===== src/rtl/sa_pkg.sv =====
// Shared systolic-array constants and the psum column packing helper, so the
// MAC body and the output deskew agree on where each column sits in a row.
package sa_pkg;

    localparam int DEF_PE_SIZE    = 2;
    localparam int DEF_PSUM_WIDTH = 32;
    localparam int DEF_FIFO_DEPTH = 4;

    // Column 0 occupies the most significant slice of a packed row.
    function automatic int col_lo(input int pe_size, input int width, input int col);
        return width * (pe_size - col - 1);
    endfunction

    function automatic int col_hi(input int pe_size, input int width, input int col);
        return width * (pe_size - col) - 1;
    endfunction

endpackage


===== src/rtl/psum_row_fifo.sv =====
// Synchronous FIFO for aligned psum rows; head entry is shown combinationally.
module psum_row_fifo #(
    parameter int WIDTH = 64,
    parameter int DEPTH = 4
) (
    input  logic                       clk,
    input  logic                       rst,
    input  logic                       push,
    input  logic                       pop,
    input  logic [WIDTH-1:0]           din,
    output logic [WIDTH-1:0]           dout,
    output logic                       full,
    output logic                       empty,
    output logic [$clog2(DEPTH+1)-1:0] level
);

    localparam int PW = $clog2(DEPTH);
    localparam int LW = $clog2(DEPTH+1);
    localparam logic [PW-1:0] PTR_ONE = PW'(1);
    localparam logic [LW-1:0] LVL_ONE = LW'(1);

    logic [WIDTH-1:0] mem_q [DEPTH];
    logic [PW-1:0]    wr_ptr_q, rd_ptr_q;
    logic [LW-1:0]    level_q;
    logic             do_push, do_pop;

    assign empty   = (level_q == '0);
    assign full    = (level_q == LW'(DEPTH));
    assign do_pop  = pop & ~empty;
    // A push into a full FIFO is only legal when the head leaves in the same cycle.
    assign do_push = push & (~full | do_pop);
    assign dout    = mem_q[rd_ptr_q];
    assign level   = level_q;

    always_ff @(posedge clk) begin
        if (do_push) begin
            mem_q[wr_ptr_q] <= din;
        end
    end

    always_ff @(posedge clk or posedge rst) begin
        if (rst) begin
            wr_ptr_q <= '0;
            rd_ptr_q <= '0;
            level_q  <= '0;
        end else begin
            if (do_push) begin
                wr_ptr_q <= wr_ptr_q + PTR_ONE;
            end
            if (do_pop) begin
                rd_ptr_q <= rd_ptr_q + PTR_ONE;
            end
            case ({do_push, do_pop})
                2'b10:   level_q <= level_q + LVL_ONE;
                2'b01:   level_q <= level_q - LVL_ONE;
                default: level_q <= level_q;
            endcase
        end
    end

endmodule


===== src/rtl/sa_psum_deskew.sv =====
// Re-aligns the staggered psum columns leaving the systolic array into full
// rows, buffers them, and flags lost or misaligned rows with sticky bits.
module sa_psum_deskew
    import sa_pkg::*;
#(
    parameter int PE_SIZE    = DEF_PE_SIZE,
    parameter int PSUM_WIDTH = DEF_PSUM_WIDTH,
    parameter int FIFO_DEPTH = DEF_FIFO_DEPTH
) (
    input  logic                              clk,
    input  logic                              rst,
    input  logic [PSUM_WIDTH*PE_SIZE-1:0]     psum_row_i,
    input  logic [PE_SIZE-1:0]                psum_en_row_i,
    input  logic                              clear_i,
    output logic [PSUM_WIDTH*PE_SIZE-1:0]     out_row_o,
    output logic                              out_valid_o,
    input  logic                              out_ready_i,
    output logic [$clog2(FIFO_DEPTH+1)-1:0]   level_o,
    output logic                              overflow_o,
    output logic                              skew_err_o
);

    logic [PSUM_WIDTH*PE_SIZE-1:0] aligned_row;
    logic [PE_SIZE-1:0]            aligned_en;

    // Column j arrives j cycles late, so it is held PE_SIZE-1-j cycles to line up
    // with the last column, which is taken live.
    for (genvar j = 0; j < PE_SIZE; j++) begin : g_col
        localparam int LO     = col_lo(PE_SIZE, PSUM_WIDTH, j);
        localparam int EB     = PE_SIZE - 1 - j;
        localparam int STAGES = PE_SIZE - 1 - j;

        if (STAGES == 0) begin : g_live
            assign aligned_row[LO +: PSUM_WIDTH] = psum_row_i[LO +: PSUM_WIDTH];
            assign aligned_en[EB]                = psum_en_row_i[EB];
        end else begin : g_dly
            logic [PSUM_WIDTH-1:0] data_q [STAGES];
            logic [STAGES-1:0]     en_q;

            always_ff @(posedge clk or posedge rst) begin
                if (rst) begin
                    for (int s = 0; s < STAGES; s++) begin
                        data_q[s] <= '0;
                    end
                    en_q <= '0;
                end else begin
                    data_q[0] <= psum_row_i[LO +: PSUM_WIDTH];
                    en_q[0]   <= psum_en_row_i[EB];
                    for (int s = 1; s < STAGES; s++) begin
                        data_q[s] <= data_q[s-1];
                        en_q[s]   <= en_q[s-1];
                    end
                end
            end

            assign aligned_row[LO +: PSUM_WIDTH] = data_q[STAGES-1];
            assign aligned_en[EB]                = en_q[STAGES-1];
        end
    end

    logic row_complete, row_idle, skew_event, ovf_event;
    logic fifo_full, fifo_empty, fifo_push, fifo_pop;
    logic overflow_q, overflow_d, skew_err_q, skew_err_d;

    assign row_complete = &aligned_en;
    assign row_idle     = ~|aligned_en;
    assign skew_event   = ~row_complete & ~row_idle;

    assign out_valid_o = ~fifo_empty;
    assign fifo_pop    = out_valid_o & out_ready_i;
    assign fifo_push   = row_complete & (~fifo_full | fifo_pop);
    assign ovf_event   = row_complete & fifo_full & ~fifo_pop;

    psum_row_fifo #(
        .WIDTH (PSUM_WIDTH*PE_SIZE),
        .DEPTH (FIFO_DEPTH)
    ) u_fifo (
        .clk   (clk),
        .rst   (rst),
        .push  (fifo_push),
        .pop   (fifo_pop),
        .din   (aligned_row),
        .dout  (out_row_o),
        .full  (fifo_full),
        .empty (fifo_empty),
        .level (level_o)
    );

    // A new error event beats a simultaneous clear.
    always_comb begin
        overflow_d = overflow_q;
        skew_err_d = skew_err_q;
        if (clear_i) begin
            overflow_d = 1'b0;
            skew_err_d = 1'b0;
        end
        if (ovf_event) begin
            overflow_d = 1'b1;
        end
        if (skew_event) begin
            skew_err_d = 1'b1;
        end
    end

    always_ff @(posedge clk or posedge rst) begin
        if (rst) begin
            overflow_q <= 1'b0;
            skew_err_q <= 1'b0;
        end else begin
            overflow_q <= overflow_d;
            skew_err_q <= skew_err_d;
        end
    end

    assign overflow_o = overflow_q;
    assign skew_err_o = skew_err_q;

endmodule


===== config.mk =====
export PLATFORM = sky130hd
export DESIGN_NAME = sa_psum_deskew
export DESIGN_NICKNAME = d
export VERILOG_FILES = /design/src/rtl/sa_pkg.sv /design/src/rtl/psum_row_fifo.sv /design/src/rtl/sa_psum_deskew.sv
export SDC_FILE = /design/constraint.sdc
export NUM_CORES = 1
export LEC_CHECK = 0
export ABC_AREA = 1
export BUFFER_PORTS_ARGS = -buffer_cell sky130_fd_sc_hd__buf_2
export CAP_MARGIN = 40
export CELL_PAD_IN_SITES_DETAIL_PLACEMENT = 0
export CELL_PAD_IN_SITES_GLOBAL_PLACEMENT = 2
export CORE_ASPECT_RATIO = 1.1
export CORE_UTILIZATION = 40
export CTS_CLUSTER_SIZE = 28
export DETAILED_ROUTE_END_ITERATION = 8
export PLACE_DENSITY_LB_ADDON = 0.1
export SLEW_MARGIN = 20
export SYNTH_ARGS = -nofsm -noshare
export SYNTH_HDL_FRONTEND = slang
export SYNTH_SLANG_ARGS = --single-unit

===== constraint.sdc =====
create_clock -name clk -period 4.8 [get_ports clk]
set_clock_uncertainty 0.05 [all_clocks]
set_input_delay 0.96 -clock clk [delete_from_list [all_inputs] [get_ports clk]]
set_output_delay 0.96 -clock clk [all_outputs]
set_load 0.02 [all_outputs]

==> results of run 1 <==
[power breakdown]
part / internal (mW) / switching (mW) / leakage [nW]
Combinational: 0.818 / 1.80 / 1.99
Sequential: 3.07 / 0.165 / 2.82
Clock: 1.35 / 0.913 / 0.486
Total: 5.23 / 2.88 / 5.30
[worst min-delay path by stage]
stage                              startpoint                   to  slack, ns  cells past startpoint
floorplan            g_col[0].g_dly.data_q[0]  u_fifo.mem_q[0][32]       0.40                      0
global placement    g_col[0].g_dly.data_q[31]  u_fifo.mem_q[2][63]       0.42                      0
detailed placement  g_col[0].g_dly.data_q[17]  u_fifo.mem_q[1][49]       0.43                      0
CTS                                       rst      u_fifo.level[1]       0.32                      2
global route                              rst      u_fifo.level[0]       0.34                      2
finish                                    rst           overflow_o       0.33                      2
[through the flow]
stage,util,worst slack [ns],cells,hold WS (ns)
after floorplan,-,0.273,849,0.405
after global placement,0.445,1.63,1319,0.421
after detailed placement,0.448,1.61,1322,0.427
after CTS,0.483,1.18,1378,0.319
after global routing,0.485,0.990,1380,0.336
final,0.485,1.26,1381,0.333
[flip-flops by register name, summed over array words and instances, names as in the netlist]
register and cells:
skew_err_o 1, u_fifo.wr_ptr_q 2, overflow_o 1, u_fifo.level 3
g_col.g_dly.en_q 1, u_fifo.mem_q 256, g_col.g_dly.data_q 32, u_fifo.rd_ptr_q 2
[worst register-to-register path: stages, from the launching register on]
cell	delay, ns
dfrtp_1	0.41
nor2_1	0.19
nand2_1	0.12
nand2_1	0.38
ha_1	0.27
inv_1	0.07
fa_1	0.38
nand2_1	0.10
nand3_1	0.08
nand2_1	0.06
nand2_1	0.05
[cells in the mapped netlist, types with 4 or more instances]
library cell  number
buf_4              4
nand3_1            5
clkbuf_1           8
ha_1               6
buf_2             10
nor2_2            40
buf_6             13
nor2_1            94
buf_1              5
inv_1             81
nand2_1          147
o211ai_1          64
o21ai_0           25
edfxtp_1         256
dfrtp_1           42
o21ai_1           41
[logic make-up after synthesis]
| group | after synthesis | share of synthesized area |
|---|---|---|
| AND/OR/NAND/NOR | 288 | 0.104 |
| adder cells (fa/ha/maj) | 7 | 0.00829 |
| flip-flops | 298 | 0.762 |
| XOR/XNOR | 1 | 0.000763 |
| buffers and inverters | 124 | 0.0541 |
| AO/OA/AOI/OAI | 131 | 0.0713 |
[routing by layer]
metal | vias up | part of all wire | global-route usage
met4 | 0 | 0.012 | 0.0337
met2 | 124 | 0.49 | 0.261
met5 | - | 0 | 0
li1 | 3229 | - | -
met3 | 27 | 0.049 | 0.0298
met1 | 3126 | 0.45 | 0.216
[layout make-up]
class / count / area (um^2)
Fill cell: 2532 / 14400
Multi-Input combinational cell: 427 / 2150
Timing Repair Buffer: 154 / 951
Inverter: 82 / 313
Clock buffer: 44 / 865
Clock inverter: 12 / 109
Tap cell: 363 / 454
Antenna cell: 1 / 2.50
Sequential cell: 298 / 8740
==> impl_metrics.env, run 1 <==
export IMPL_areaGrowthSynthToFinish_pct=18.4
export IMPL_grt_usage=0.158
export IMPL_place_hpwl_mm=12.6
export IMPL_clock_sinks=298
export IMPL_root_buffer="clkbuf_16"
export IMPL_antenna_found_initial=1
export IMPL_powerDensity_nw_per_um2=597
export IMPL_cts_path_max_buffers=3
export IMPL_yosysWarnings=0
export IMPL_fin_tns_setup_ns=0
export IMPL_htreeDepth=1
export IMPL_crit_path_end_kind="primary output"
export IMPL_r2r_start="u_fifo.level[1]"
export IMPL_synth_seq_cells=298
export IMPL_synthArstFlopShare=0.141
export IMPL_drt_first_pass_iters=4
export IMPL_reg2reg_to="u_fifo.level[2]"
export IMPL_cts_resized=0
export IMPL_final_min_clock_period_ns=3.54
export IMPL_crit_top_cell="nor2_1"
export IMPL_syn_area_per_cell_um2=13.5
export IMPL_dr_total_vias=6506
export IMPL_initial_core_util=0.409
export IMPL_min_path_type="in2async"
export IMPL_crit_slowest_cell="inv_6"
export IMPL_rsz0062_at_grt="false"
export IMPL_cp_arrival_ns=2.53
export IMPL_syn_area_um2=11500
export IMPL_r2r_cells=10
export IMPL_ys_flop_type="edfxtp_1"
export IMPL_core_um2=28000
export IMPL_final_common_cell="edfxtp_1"
export IMPL_wl_per_cell_um=16.2
export IMPL_die_area_um2=29400
export IMPL_pin_count=140
export IMPL_drc=0
export IMPL_postSynthCellCount=849
export IMPL_maxSlewViolCount=0
export IMPL_status="completed"
export IMPL_critPathLaunchType="flop"
export IMPL_crit_chain="inv_6, buf_12, nor2_1, nor2_1, o21ai_0, nand2_1, buf_2"
export IMPL_synth_top_area_share=0.670
export IMPL_ys_seq_area_frac=0.762
export IMPL_ir_worst_vdd_mv=0.386
export IMPL_viasPerCell=4.71
export IMPL_grt_pass1_wl_mm=36.0
export IMPL_fin_crit_sh=0.738
export IMPL_worst_slew_pin_slew_ns=0.757
export IMPL_crit_family="buffers and inverters"
export IMPL_grt_max_degree=93
export IMPL_path_depth=7
export IMPL_crit_path_max_incr_delay_ns=0.53
export IMPL_fin_total_pwr_mw=8.11
export IMPL_final_cell_mix="256 x edfxtp_1, 147 x nand2_1, 139 x buf_2"
export IMPL_tritoncts="built"
export IMPL_drt_iter0_markers=358
export IMPL_cp_max_fo=92
export IMPL_max_freq_ghz=0.282
export IMPL_setup_violations=0
export IMPL_slew_headroom=0.495
export IMPL_fin_nets=1070
export IMPL_synthDistinctLibCells=24
export IMPL_io_buffers=139
export IMPL_overflow=0
export IMPL_wirelength_mm=22.4
export IMPL_drive_gt1_frac=0.244
export IMPL_hold_viol_final=0
export IMPL_yosys_area_top_type="edfxtp_1"
export IMPL_p_leak_nw=5.30
export IMPL_grt_pass1_vias=6550
export IMPL_fin_area_um2=13600
export IMPL_drv_cap=0
export IMPL_cts_hold_buf=0
export IMPL_die_w_um=163
export IMPL_gp_congestion=0.674
export IMPL_cts_buffers=30
export IMPL_path_class="reg2out"
export IMPL_crit_start="u_fifo.rd_ptr_q[0]"
export IMPL_ant_nets=0
export IMPL_path_buf_inv=3
export IMPL_critPathRequiredTime_ns=3.79
export IMPL_syn_nets=926
export IMPL_rrSetupSlack_ns=2.53
export IMPL_synth_edf_count=256
export IMPL_cp_endpoint="out_row_o[51]"
export IMPL_clk_pin_slew_ns=0.06
export IMPL_placed_area_um2=12600
export IMPL_synthTopCellsByArea="edfxtp_1 67%, dfrtp_1 9.2%, nand2_1 4.8%, o211ai_1 4.2%, nor2_1 3.1%"
export IMPL_num_rows=64
export IMPL_cts_setup_buffers=0
export IMPL_dieHeight_um=180
export IMPL_clock_latency_ns=0.54
No activity file was read; power rests on OpenSTA's default activity.
==> run 2, diff against run 1 <==
Clock period 4.8 ns to 3.3 ns, I/O delays scaled along.
==> impl_metrics.env, run 2 (synthesized netlist as in run 1, its figures left out) <==
export IMPL_largest_reg_flops=256
export IMPL_crit_chain="inv_6, buf_12, nor2_1, nor2_1, o21ai_0, nand2_1, buf_2"
export IMPL_num_rows=64
export IMPL_final_common_cell="edfxtp_1"
export IMPL_place_hpwl_mm=12.6
export IMPL_grt_usage=0.157
export IMPL_crit_path_max_incr_delay_ns=0.43
export IMPL_root_buffer="clkbuf_16"
export IMPL_cts_buffers=34
export IMPL_grt_max_degree=73
export IMPL_tritoncts="built"
export IMPL_ir_worst_vdd_mv=0.517
export IMPL_grt_pass1_vias=6498
export IMPL_crit_slowest_cell="dfrtp_2"
export IMPL_final_cell_mix="256 x edfxtp_1, 147 x nand2_1, 139 x buf_2"
export IMPL_stdcell_count=1386
export IMPL_dr_total_vias=6525
export IMPL_cts_hold_buf=0
export IMPL_slew_headroom=0.595
export IMPL_fin_area_um2=13800
export IMPL_max_freq_ghz=0.365
export IMPL_drt_iter0_markers=236
export IMPL_areaGrowthSynthToFinish_pct=20.1
export IMPL_fin_nets=1076
export IMPL_wl_per_cell_um=16.1
export IMPL_initial_core_util=0.409
export IMPL_gp_congestion=0.695
export IMPL_clk_pin_slew_ns=0.06
export IMPL_status="completed"
export IMPL_post_place_ws_ns=0.731
export IMPL_clock_latency_ns=0.49
export IMPL_die_area_um2=29400
export IMPL_r2r_start="u_fifo.level[1]"
export IMPL_dieHeight_um=180
export IMPL_cts_resized=0
export IMPL_cp_arrival_ns=2.03
export IMPL_crit_start="u_fifo.rd_ptr_q[0]"
export IMPL_path_class="reg2out"
export IMPL_antenna_found_initial=1
export IMPL_wirelength_mm=22.3
export IMPL_placed_area_um2=12600
export IMPL_min_path_type="in2async"
export IMPL_overflow=0
export IMPL_die_w_um=163
export IMPL_final_min_clock_period_ns=2.74
export IMPL_regMostFlops="u_fifo.mem_q"
export IMPL_multi_input_area_um2=2150
export IMPL_timing_final_ws_setup_ns=0.558
export IMPL_p_leak_nw=5.38
export IMPL_setup_violations=0
export IMPL_clock_sinks=298
export IMPL_cts_path_max_buffers=3
export IMPL_grt_pass1_wl_mm=35.2
export IMPL_htreeDepth=2
export IMPL_maxSlewViolCount=0
export IMPL_fillers=2508
export IMPL_fin_total_pwr_mw=12.2
export IMPL_critPathRequiredTime_ns=2.59
export IMPL_drc=0
export IMPL_pin_count=140
export IMPL_hold_viol_final=0
export IMPL_cts_setup_buffers=0
export IMPL_core_um2=28000
export IMPL_drv_cap=0
export IMPL_ant_nets=0
export IMPL_critPathLaunchType="flop"
export IMPL_drive_gt1_frac=0.250
export IMPL_drt_first_pass_iters=4
export IMPL_fin_crit_sh=0.831
export IMPL_io_buffers=139
export IMPL_crit_top_cell="nor2_1"
export IMPL_cp_max_fo=72
export IMPL_viasPerCell=4.71
export IMPL_powerDensity_nw_per_um2=888
export IMPL_dp_cells=1326
export IMPL_hold_ws_ns=0.189
export IMPL_rsz0062_at_grt="false"
export IMPL_worst_slew_pin_slew_ns=0.607
export IMPL_area_sequential_um2=8740
export IMPL_crit_path_end_kind="primary output"
[run 2: cell count changes in the layout (fill, tap and decap cells not counted)]
cell | before | now
clkinv_1 | 1 | 4
clkinvlp_4 | 0 | 2
clkbuf_16 | 31 | 37
clkinv_8 | 0 | 1
buf_4 | 6 | 5
buf_12 | 5 | 11
clkbuf_8 | 4 | 5
clkbuf_1 | 9 | 3
clkinv_2 | 9 | 5
buf_16 | 4 | 1
[run 2: final timing paths]
check | slack [ns] | to | depth (start not counted)
max | 0.56 | out_row_o[3] | 7
min | 0.19 | g_col[0].g_dly.en_q | 2
max reg2reg | 1.04 | u_fifo.level[2] | 10
min reg2reg | 0.44 | u_fifo.mem_q[2][63] | 0
max in group asynchronous | 2.39 | u_fifo.rd_ptr_q[0] | 3
min in group clk | 0.22 | g_col[0].g_dly.data_q[2] | 1
[run 2: critical path, delay by kind of cell, from the launching register on]
family	cells	cell delay [ns]
AND/OR/NAND/NOR	3	0.24
buffers and inverters	3	0.74
AO/OA/AOI/OAI	1	0.08
flip-flops	1	0.43
[run 2: final cells by class]
type                    count  area share
well taps                 363      0.0330
clock inverters            14     0.00954
repair buffers            156      0.0712
flip-flops and latches    298       0.635
diodes                      1    0.000182
multi-input cells         427       0.156
inverters                  82      0.0227
clock buffers              45      0.0730
[run 2: metrics by stage]
step            util  setup TNS, ns
2_1_floorplan      -        -237.24
3_3_place_gp   0.450              0
3_5_place_dp   0.451              0
4_1_cts        0.491              0
5_1_grt        0.491              0
6_report       0.492              0
[run 2: metal layers]
metal | vias up | track usage | share of wire
li1 | 3244 | - | -
met1 | 3122 | 0.203 | 0.44
met2 | 133 | 0.268 | 0.50
met3 | 26 | 0.0298 | 0.045
met4 | 0 | 0.0430 | 0.015
met5 | - | 0 | 0
[run 2: power by group]
group | internal (mW) | switching [mW]
Sequential | 4.47 | 0.161
Combinational | 1.23 | 2.69
Clock | 2.30 | 1.39
Total | 7.99 | 4.24
==> run 3, diff against run 2 <==
Settings changed: ABC_AREA 1 to 0, CORE_UTILIZATION 40 to 45.
Clock period 3.3 ns to 2.8 ns, I/O delays scaled along.
==> impl_metrics.env, run 3 <==
export IMPL_final_common_cell="edfxtp_1"
export IMPL_slew_headroom=0.642
export IMPL_ant_nets=0
export IMPL_cp_arrival_ns=2.08
export IMPL_clk_pin_slew_ns=0.06
export IMPL_viasPerCell=5.17
export IMPL_antenna_found_initial=0
export IMPL_cp_max_fo=25
export IMPL_ys_flop_type="edfxtp_1"
export IMPL_syn_area_um2=10600
export IMPL_clock_latency_ns=0.54
export IMPL_placed_area_um2=11800
export IMPL_min_path_type="in2async"
export IMPL_hold_viol_final=0
export IMPL_grt_max_degree=37
export IMPL_p_leak_nw=4.47
export IMPL_synth_edf_count=256
export IMPL_grt_pass1_vias=5165
export IMPL_fin_crit_sh=0.962
export IMPL_cts_buffers=29
export IMPL_gp_congestion=0.711
export IMPL_final_cell_mix="256 x edfxtp_1, 139 x buf_2, 64 x mux4_2"
export IMPL_critPathLaunchType="flop"
export IMPL_synthTopCellsByCount="256 x edfxtp_1, 64 x mux4_2, 42 x dfrtp_1"
export IMPL_grt_pass1_wl_mm=28.6
export IMPL_synth_top_area_share=0.727
export IMPL_status="completed"
export IMPL_overflow=0
export IMPL_setup_violations=0
export IMPL_initial_core_util=0.461
export IMPL_die_area_um2=24100
export IMPL_clock_sinks=298
export IMPL_dieHeight_um=163
export IMPL_dp_cells=854
export IMPL_post_place_ws_ns=0.410
export IMPL_postSynthCellCount=411
export IMPL_htreeDepth=1
export IMPL_path_class="reg2out"
export IMPL_timing_final_ws_setup_ns=0.107
export IMPL_fin_area_um2=12700
export IMPL_cts_path_max_buffers=3
export IMPL_regMostFlops="u_fifo.mem_q"
export IMPL_synth_seq_cells=298
export IMPL_dr_total_vias=4698
export IMPL_n_antenna_cell=0
export IMPL_num_rows=58
export IMPL_fin_total_pwr_mw=12.6
export IMPL_drc=0
export IMPL_drt_first_pass_iters=5
export IMPL_place_hpwl_mm=11.1
export IMPL_hold_ws_ns=0.0101
export IMPL_max_freq_ghz=0.371
export IMPL_core_um2=22900
export IMPL_cts_hold_buf=0
export IMPL_root_buffer="clkbuf_16"
export IMPL_synthTopCellsByArea="edfxtp_1 73%, mux4_2 14%, dfrtp_1 9.9%, ha_1 0.71%, buf_6 0.53%"
export IMPL_maxSlewViolCount=0
export IMPL_tritoncts="built"
export IMPL_wirelength_mm=18.5
export IMPL_pin_count=140
export IMPL_crit_path_end_kind="primary output"
export IMPL_ys_seq_area_frac=0.827
export IMPL_yosys_cell_count_top_type="edfxtp_1"
export IMPL_ir_worst_vdd_mv=0.491
export IMPL_drive_gt1_frac=0.442
export IMPL_final_min_clock_period_ns=2.69
export IMPL_io_buffers=139
export IMPL_drt_iter0_markers=248
export IMPL_synthDistinctLibCells=23
export IMPL_rsz0062_at_grt="false"
export IMPL_powerDensity_nw_per_um2=998
export IMPL_syn_area_per_cell_um2=25.7
export IMPL_fin_util=0.553
export IMPL_drv_cap=0
export IMPL_fin_nets=663
export IMPL_stdcell_count=909
export IMPL_yosysWarnings=0
export IMPL_wl_per_cell_um=20.4
export IMPL_grt_usage=0.160
export IMPL_areaGrowthSynthToFinish_pct=19.9
export IMPL_die_w_um=148
export IMPL_syn_nets=488
export IMPL_yosys_area_top_type="edfxtp_1"
export IMPL_critPathRequiredTime_ns=2.19
export IMPL_worst_slew_pin_slew_ns=0.537
export IMPL_synthArstFlopShare=0.141
export IMPL_largest_reg_flops=256
export IMPL_fin_tns_setup_ns=0
-- run 3: cell count changes after synthesis, moves of 40 or more --
cell,before,now
inv_1,81,8
mux4_2,0,64
nand2_1,147,1
nor2_1,94,1
nor2_2,40,0
o211ai_1,64,0
o21ai_1,41,0
-- run 3: power breakdown --
group          internal [mW]  switching, mW  total (mW)
Combinational           1.59           2.00        3.59
Clock                   1.96           1.51        3.47
Sequential              5.34          0.245        5.58
-- run 3: kinds of logic (layout without fill, tap and decap cells) --
group           count (synthesis)  after routing  synth area share
flops                         298            298             0.827
fa+ha+maj                       7              7           0.00900
simple gates                    9              9           0.00592
xor+xnor                        6              6           0.00497
mux                            66             66             0.138
buf+inv                        22            220            0.0128
compound gates                  3              3           0.00237
-- run 3: area by class of cell --
class	instances	area (um^2)
Clock buffer	43	798
Clock inverter	11	57.6
Fill cell	1814	10300
Inverter	8	30.0
Multi-Input combinational cell	91	1710
Sequential cell	298	8750
Tap cell	300	375
Timing Repair Buffer	158	958
-- run 3: worst max-delay path, cell delays in order, from the launching register on --
cell and delay [ns]:
dfrtp_4 0.55, buf_16 0.26, mux4_2 0.55, buf_2 0.18
-- run 3: final timing paths --
kind,from,to,slack (ns),depth (start not counted)
setup / recovery,u_fifo.rd_ptr_q[0],out_row_o[11],0.11,3
hold / removal,rst,g_col[0].g_dly.data_q[21],0.01,2
setup reg to reg,u_fifo.level[0],u_fifo.level[2],0.63,9
hold reg to reg,skew_err_o,skew_err_o,0.43,1
max in group asynchronous,rst,g_col[0].g_dly.data_q[3],2.13,3
min in group clk,psum_row_i[40],g_col[0].g_dly.data_q[8],0.08,1
-- run 3: what timing repair did --
| item | in CTS | in global routing |
|---|---|---|
| setup endpoints to repair | 5 | 1 |
| buffers inserted | 1 | 0 |
| gates resized for setup | 0 | 1 |
-- run 3: metal layers --
metal,global-route usage,part of all wire
met1,0.207,0.41
met2,0.279,0.52
met3,0.0275,0.050
met4,0.0436,0.020
met5,0,0
